## src/rtl/pipe_hazard_irq_ctrl.sv

```systemverilog
`default_nettype none
// ============================================================================
// Module   : pipe_hazard_irq_ctrl
// Brief    : Per-stage stall/flush generation and precise interrupt/ERET
//            sequencing for the in-order pipeline front end.
// Revision : 1.0  initial release
// ============================================================================
module pipe_hazard_irq_ctrl #(
    parameter int              NSTAGE  = 5,
    parameter int              EX_IDX  = 2,
    parameter int              REG_AW  = 5,
    parameter int              XLEN    = 32,
    parameter logic [XLEN-1:0] EXC_VEC = 32'h0000_0180
) (
    input  logic              clk,
    input  logic              reset,
    input  logic              intterupt,
    input  logic [REG_AW-1:0] rs_id,
    input  logic [REG_AW-1:0] rt_id,
    input  logic              uses_rs_id,
    input  logic              uses_rt_id,
    input  logic              branch_id,
    input  logic              redirect_id,
    input  logic              eret_id,
    input  logic [XLEN-1:0]   pc_id,
    input  logic              mem_read_ex,
    input  logic              reg_write_ex,
    input  logic [REG_AW-1:0] rd_ex,
    input  logic              mem_read_mem,
    input  logic [REG_AW-1:0] rd_mem,
    input  logic              ex_busy,
    output logic [NSTAGE-1:0] stall,
    output logic [NSTAGE-1:0] flush,
    output logic [1:0]        pc_sel,
    output logic [XLEN-1:0]   epc,
    output logic              int_ack,
    output logic              in_handler
);

    generate
        if (NSTAGE < 4 || EX_IDX < 2 || EX_IDX > NSTAGE - 2 || EXC_VEC[1:0] != 2'b00) begin : g_badParams
            $error("pipe_hazard_irq_ctrl: illegal parameter combination");
        end
    endgenerate

    localparam logic [NSTAGE-1:0] c_one       = NSTAGE'(1);
    localparam logic [NSTAGE-1:0] c_stallBusy = (c_one << (EX_IDX + 1)) - c_one;
    localparam logic [NSTAGE-1:0] c_stallHaz  = (c_one << EX_IDX) - c_one;
    localparam logic [NSTAGE-1:0] c_flushMem  = c_one << (EX_IDX + 1);
    localparam logic [NSTAGE-1:0] c_flushEx   = c_one << EX_IDX;
    localparam logic [NSTAGE-1:0] c_flushId   = c_one << (EX_IDX - 1);

    typedef enum logic [1:0] {
        ST_IDLE    = 2'd0,
        ST_VECTOR  = 2'd1,
        ST_HANDLER = 2'd2
    } state_t;

    state_t            r_state;
    state_t            w_nextState;
    logic [XLEN-1:0]   r_epc;
    logic              r_inHandler;
    logic              w_accept;
    logic              w_matchEx;
    logic              w_matchMem;
    logic              w_luHazard;
    logic              w_brHazard;

    // Register $0 is hard-wired zero and can never be a producer.
    assign w_matchEx  = (rd_ex != '0) &&
                        ((uses_rs_id && rd_ex == rs_id) || (uses_rt_id && rd_ex == rt_id));
    assign w_matchMem = (rd_mem != '0) &&
                        ((uses_rs_id && rd_mem == rs_id) || (uses_rt_id && rd_mem == rt_id));
    assign w_luHazard = mem_read_ex && w_matchEx;
    assign w_brHazard = branch_id && ((reg_write_ex && w_matchEx) || (mem_read_mem && w_matchMem));

    always_comb begin
        stall       = '0;
        flush       = '0;
        pc_sel      = 2'd0;
        int_ack     = 1'b0;
        w_accept    = 1'b0;
        w_nextState = r_state;
        if (reset) begin
            w_nextState = ST_IDLE;
        end else if (ex_busy) begin
            // A pending vector waits here so int_ack fires once, after EX drains.
            stall = c_stallBusy;
            flush = c_flushMem;
        end else if (r_state == ST_VECTOR) begin
            pc_sel      = 2'd2;
            int_ack     = 1'b1;
            flush       = c_flushId;
            w_nextState = ST_HANDLER;
        end else if (w_luHazard || w_brHazard) begin
            stall = c_stallHaz;
            flush = c_flushEx;
        end else if (r_state == ST_IDLE && intterupt && !redirect_id && !eret_id) begin
            w_accept    = 1'b1;
            flush       = c_flushEx | c_flushId;
            w_nextState = ST_VECTOR;
        end else if (r_state == ST_HANDLER && eret_id) begin
            pc_sel      = 2'd3;
            flush       = c_flushId;
            w_nextState = ST_IDLE;
        end else if (redirect_id) begin
            pc_sel = 2'd1;
            flush  = c_flushId;
        end
    end

    always_ff @(posedge clk) begin
        if (reset) begin
            r_state     <= ST_IDLE;
            r_epc       <= '0;
            r_inHandler <= 1'b0;
        end else begin
            r_state <= w_nextState;
            if (w_accept) begin
                r_epc <= pc_id;
            end
            if (w_nextState == ST_HANDLER) begin
                r_inHandler <= 1'b1;
            end else if (w_nextState == ST_IDLE) begin
                r_inHandler <= 1'b0;
            end
        end
    end

    assign epc        = r_epc;
    assign in_handler = r_inHandler;

endmodule
`default_nettype wire

```

## config.mk

```make
export PLATFORM = sky130hd
export DESIGN_NAME = pipe_hazard_irq_ctrl
export DESIGN_NICKNAME = d
export VERILOG_FILES = /design/src/rtl/pipe_hazard_irq_ctrl.sv
export SDC_FILE = /design/constraint.sdc
export NUM_CORES = 1
export LEC_CHECK = 0
export CAP_MARGIN = 40
export CORE_MARGIN = 4
export CORE_UTILIZATION = 33
export DETAILED_ROUTE_END_ITERATION = 12
export PLACE_DENSITY = 0.76
export SLEW_MARGIN = 5
export SYNTH_ARGS = -nofsm -noshare
export SYNTH_HDL_FRONTEND = slang
export SYNTH_SLANG_ARGS = --single-unit
```

## constraint.sdc

```tcl
create_clock -name clk -period 1.9 [get_ports clk]
set_input_delay 0.285 -clock clk [delete_from_list [all_inputs] [get_ports clk]]
set_output_delay 0.285 -clock clk [all_outputs]
set_load 0.01 [all_outputs]
```

==> results.cfg, run 1 <==
[status]
status = finished with violations
violations = setup timing

[global_route]
antenna_found_initial = 0
grt_max_degree = 33
grt_pass1_wl_um = 8990
grt_pass1_vias = 1986
grt-ovfl-total = 0
grtUsageTotal = 0.1731

[floorplanning]
start_util = 0.3462
core-area_um2 = 5205
dieHeight_um = 81.89
rows = 26
io_pins = 110
die_area_um2 = 6706
die-width_um = 81.89

[logic_synthesis]
ys_seq_area_frac = 0.3889
ys_seq_elements = 35
netlist-cell-type-count = 30
synth_edf_count = 0
ys_async_sr_fraction = 0
syn_inst = 196
syn-cell-area_um2 = 1802
postSynthAreaPerCell_um2 = 9.192
synth_flop_cell = dfxtp_1
synth_warnings = 0

[critical_path]
r2r_slack_ns = 0.02
crit_arrival_ns = 1.77
r2r_end = epc[30]
worstPathRequired_ns = 1.62
cp-end-kind = output pin
rr_startpoint = r_state[1]
reg2reg_depth = 8
critPathMaxStageDelay_ns = 0.38
cp_max_fo = 4
crit_slowest_cell = or3_4
crit_path_start_kind = primary input
crit_chain = buf_6 -> or3_4 -> o311a_4 -> a22oi_2 -> buf_6 -> nor2_4 -> o21ba_4 -> buf_6
criticalPathCategory = in -> out
worst_path_most_repeated_cell = buf_6

[pwr]
p_switching_uw = 435.5
power_frac_comb = 0.245
p_clk_frac = 0.307
p_int_uw = 1259
p_sw_frac = 0.2570
peakVddDrop_uv = 359.0
p_total_uw = 1694
power_density_nw_per_um2 = 512.2
seqPwrFrac = 0.448
leakagePower_uw = 0.001306

[cts]
clk_latency_ns = 0.28
clockBufferDepth = 2
cts_sinks = 35
htree_levels = 2
cts_tree = done
cts_root_buf = clkbuf_8
clkTransAtPathRegs_ns = 0.07
cts_made_buffers = 5

[route]
vias = 1859
drc = 0
drt-initial-drc-count = 24
routed_wl_um = 5801
dr.pass1.iters = 4
ant_nets = 0
drt-vias-per-instance = 4.636
wl_per_cell_um = 14.47

[sta]
drv_slew = 0
setup_slack_ns = -0.1574
rsz0062_at_grt = yes
post-route-period-util = 1.083
timing.fmax_ghz = 0.4861
setup-violations-final = 11
finClkSkew_ns = 0.006267
fin_crit_ns = 2.057
holdWs_ns = 0.4990
finalHoldViolations = 0

[hold_path]
hold_path.class = reg -> reg
min_from = epc[12]
hold_path_depth = 2
holdPathEnd = epc[12]

[final_layout]
fillCellCount = 442
num-nets-final = 394
mostFrequentLayoutCells = clkdlybuf4s50_1 (73), nor2_1 (38), dfxtp_1 (34), mux2i_1 (33), buf_4 (28)
antenna_cells = 0
final_cell_area_um2 = 3308
syn2layout_area_growth_pct = 83.61
drive_above_1_share = 0.2568
final_common_cell = clkdlybuf4s50_1

[placement]
hpwl_um = 4083
port_buffers = 105
placed_cell_area_um2 = 3077
place.gp.congestion = 0.8402

[job]
drv_cap = 0
power by group through the flow:
stage	sequential (uW)	clock (uW)	combinational, uW
final	759	520	415
after global routing	761	580	446
after CTS	759	548	411
after detailed placement	775	0	394
after global placement	774	0	390
after floorplan	781	0	148
what timing repair did:
| item | CTS | global route |
|---|---|---|
| endpoints found under the setup margin | 44 | 39 |
| gates cloned | 3 | 0 |
| hold buffers | 0 | 0 |
| setup buffers | 6 | 0 |
| hold endpoints to repair | 0 | 0 |
| resized for setup | 77 | 36 |
| pin swaps | 9 | 25 |
metrics by stage:
step | setup WS, ns | util | std cells | setup TNS, ns
5_1_grt | -0.2239 | 0.6356 | 401 | -2.640
3_5_place_dp | -0.8991 | 0.5911 | 386 | -27.75
3_3_place_gp | -0.8642 | 0.5911 | 386 | -26.68
2_1_floorplan | -0.08825 | - | 199 | -2.594
6_report | -0.1574 | 0.6356 | 401 | -0.7956
4_1_cts | -0.2089 | 0.6375 | 403 | -3.644
synth_stat cells, drive strengths merged (2+ instances only):
master	count	share of area
nor2b	3	0.010
dfxtp	35	0.39
inv	3	0.0062
nand4	4	0.014
buf	9	0.050
o21ai	3	0.0083
nor2	40	0.083
a21oi	8	0.022
mux2i	33	0.18
clkbuf	8	0.017
nand2	7	0.015
nor3	4	0.011
or3	2	0.0069
xnor2	20	0.097
a211o	2	0.0097
o22ai	2	0.0069
critical path, delay by kind of cell:
kind	cells	cell delay [ns]
AO/OA/AOI/OAI	3	0.71
buffers and inverters	3	0.36
AND/OR/NAND/NOR	2	0.41
registers in the layout (all words and copies together), names as in the netlist:
name / flops
epc: 32
in_handler: 1
r_state: 2
routing by layer:
metal	track usage	vias up	wire length, um
li1	-	921	-
met1	0.1833	840	2183
met2	0.3118	90	2908
met3	0.07127	8	611
met4	0.05150	0	98
met5	0	-	0
worst max path at each step:
| stage | start | endpoint | slack (ns) |
|---|---|---|---|
| global placement | rd_mem[0] | pc_sel[1] | -0.86 |
| CTS | rd_mem[1] | stall[1] | -0.21 |
| global route | rs_id[3] | flush[2] | -0.22 |
| detailed placement | rd_ex[1] | flush[2] | -0.90 |
| finish | rd_mem[1] | stall[1] | -0.16 |
| floorplan | rd_mem[0] | epc[10] | -0.09 |
cell type report:
type / instances / area, um^2 / area share
Clock inverter: 2 / 12.51 / 0.003782
Clock buffer: 6 / 72.57 / 0.02194
Sequential cell: 35 / 701.9 / 0.2122
Tap cell: 70 / 87.58 / 0.02648
Multi-Input combinational cell: 144 / 1096 / 0.3313
Inverter: 3 / 11.26 / 0.003404
Timing Repair Buffer: 141 / 1326 / 0.4009
kinds of logic after synthesis:
kind of cell    share of synthesized area
simple gates                       0.1542
flops                              0.3889
mux                                0.1833
compound gates                     0.1014
xor+xnor                          0.09722
buf+inv                           0.07291
other cells                      0.002081
Power figures use the tool's default switching activity.
==> run 2, diff against run 1 <==
--- a/config.mk
+++ b/config.mk
@@ -6,10 +6,12 @@
 export NUM_CORES = 1
 export LEC_CHECK = 0
 export CAP_MARGIN = 40
+export CELL_PAD_IN_SITES_DETAIL_PLACEMENT = 1
+export CELL_PAD_IN_SITES_GLOBAL_PLACEMENT = 1
 export CORE_MARGIN = 4
-export CORE_UTILIZATION = 33
+export CORE_UTILIZATION = 23
 export DETAILED_ROUTE_END_ITERATION = 12
-export PLACE_DENSITY = 0.76
+export PLACE_DENSITY_LB_ADDON = 0.1
 export SLEW_MARGIN = 5
 export SYNTH_ARGS = -nofsm -noshare
 export SYNTH_HDL_FRONTEND = slang
==> run 2 against run 1 <==
Compared with the run above:
- the flow still finishes with violations (setup timing)
- via count up 2.7%
- critical endpoint is now epc[12]
- total power up 9.7%
- largest power group unchanged
- combinational power up 9.4%
- critical path type is now in -> reg
- clock-buffer cell count unchanged
==> results.cfg, run 2 (synthesis results as in run 1) <==
[status]
status = finished with violations
violations = setup timing

[cts]
clockBufferDepth = 2
htree_levels = 2
cts_tree = done
clkTransAtPathRegs_ns = 0.07
clk_latency_ns = 0.28
cts_sinks = 35
ctsHoldBuffers = 0
cts_root_buf = clkbuf_8
cts_made_buffers = 5

[floorplanning]
rows = 32
core-area_um2 = 7687
dieHeight_um = 96.51
die-width_um = 96.51
io_pins = 110
start_util = 0.2344
die_area_um2 = 9313

[sta]
setup_slack_ns = -0.2185
finalHoldViolations = 0
timing.fmax_ghz = 0.4720
setup_tns_ns = -5.216
drv_slew = 0
fin_crit_ns = 2.118
rsz0062_at_grt = yes
post-route-period-util = 1.115
setup-violations-final = 38
finClkSkew_ns = 0.005178

[final_layout]
num-nets-final = 405
antenna_cells = 0
final_cell_area_um2 = 3551
largest_register_ff_count = 32
fin_cells = 443
mostFrequentLayoutCells = clkdlybuf4s50_1 (74), nor2_1 (39), buf_4 (37), dfxtp_1 (34), mux2i_1 (30)
drive_above_1_share = 0.3196
syn2layout_area_growth_pct = 97.08
final_common_cell = clkdlybuf4s50_1

[critical_path]
crit_arrival_ns = 2.27
critPathMaxStageDelay_ns = 0.37
crit_slowest_cell = or3_4
cp_max_fo = 5
crit_path_start_kind = primary input
criticalPathCategory = in -> reg
crit_chain = buf_6 -> or3_4 -> o311a_4 -> buf_4 -> buf_6 -> a221oi_4 -> buf_6 -> buf_12 -> buf_12 -> mux2i_1 -> nor2_1
worstPathRequired_ns = 2.05
worst_path_most_repeated_cell = buf_6
cp-end-kind = register

[global_route]
grt_pass1_vias = 2053
grtUsageTotal = 0.1445
antenna_found_initial = 0
grt-ovfl-total = 0
grt_max_degree = 37
grt_pass1_wl_um = 10340

[placement]
placedCellCount = 422
place.gp.congestion = 0.7973
port_buffers = 105
placed_cell_area_um2 = 3159
hpwl_um = 4753
pre_cts_slack_ns = -0.9412

[route]
ant_nets = 0
drt-vias-per-instance = 4.309
vias = 1909
drc = 0
drt-initial-drc-count = 39
wl_per_cell_um = 14.91
routed_wl_um = 6603
dr.pass1.iters = 4

[hold_path]
hold_path.class = reg -> reg

[job]
drv_cap = 0

[pwr]
peakVddDrop_uv = 344.1
power_density_nw_per_um2 = 523.3
leakagePower_uw = 0.001416
p_total_uw = 1858
[run 2: changes by cell type in the layout (fill, tap and decap cells not counted), sizes merged]
cell and delta:
clkinvlp -1, clkbuf +4, buf +11, bufinv +1, clkdlybuf4s15 -3, clkinv -1, clkdlybuf4s50 +1, dlygate4sd2 -2
[run 2: worst paths after layout]
| kind | from | to | slack, ns | cells past startpoint |
|---|---|---|---|---|
| worst max-delay path | rd_mem[1] | epc[12] | -0.22 | 11 |
| worst min-delay path | epc[25] | epc[25] | 0.49 | 2 |
| worst max register to register | r_state[1] | epc[12] | -0.04 | 9 |
| worst min register to register | epc[25] | epc[25] | 0.49 | 2 |
[run 2: worst max-delay path: cells and delay by family]
family          cells  cell delay [ns]
mux                 1             0.22
buf+inv             6             0.75
simple gates        2             0.42
compound gates      2             0.58
[run 2: timing repair]
item / 4_1_cts / 5_1_grt
resized for setup: 84 / 47
endpoints found under the setup margin: 44 / 40
pin swaps: 13 / 16
cloned: 4 / 0
setup buffers: 11 / 4
[run 2: layout make-up]
type	instances	area, um^2
clock buffers	6	72.57
clock inverters	1	30.03
fillers	870	4136
inverters	3	11.26
multi-input cells	144	1154
flip-flops and latches	35	701.9
well taps	102	127.6
repair buffers	152	1454
[run 2: layer usage]
| metal | vias up | GRT usage | routed length (um) |
|---|---|---|---|
| met5 | - | 0 | 0 |
| met3 | 4 | 0.04957 | 565 |
| met4 | 0 | 0.02804 | 37 |
| met2 | 72 | 0.2466 | 3310 |
| li1 | 948 | - | - |
| met1 | 885 | 0.1769 | 2690 |
[run 2: where the power goes]
part	switching, uW	internal (uW)	leakage (uW)
registers	9.90	749	0.000284
logic	175	279	0.00108
clock network	260	385	0.0000513
total	445	1410	0.00142
[run 2: stage by stage]
| step | hold WS [ns] | util |
|---|---|---|
| 3_3_place_gp | 0.4725 | 0.4110 |
| 5_1_grt | 0.5228 | 0.4619 |
| 2_1_floorplan | 0.4322 | - |
| 3_5_place_dp | 0.4845 | 0.4110 |
| 4_1_cts | 0.5023 | 0.4632 |
| 6_report | 0.4929 | 0.4619 |
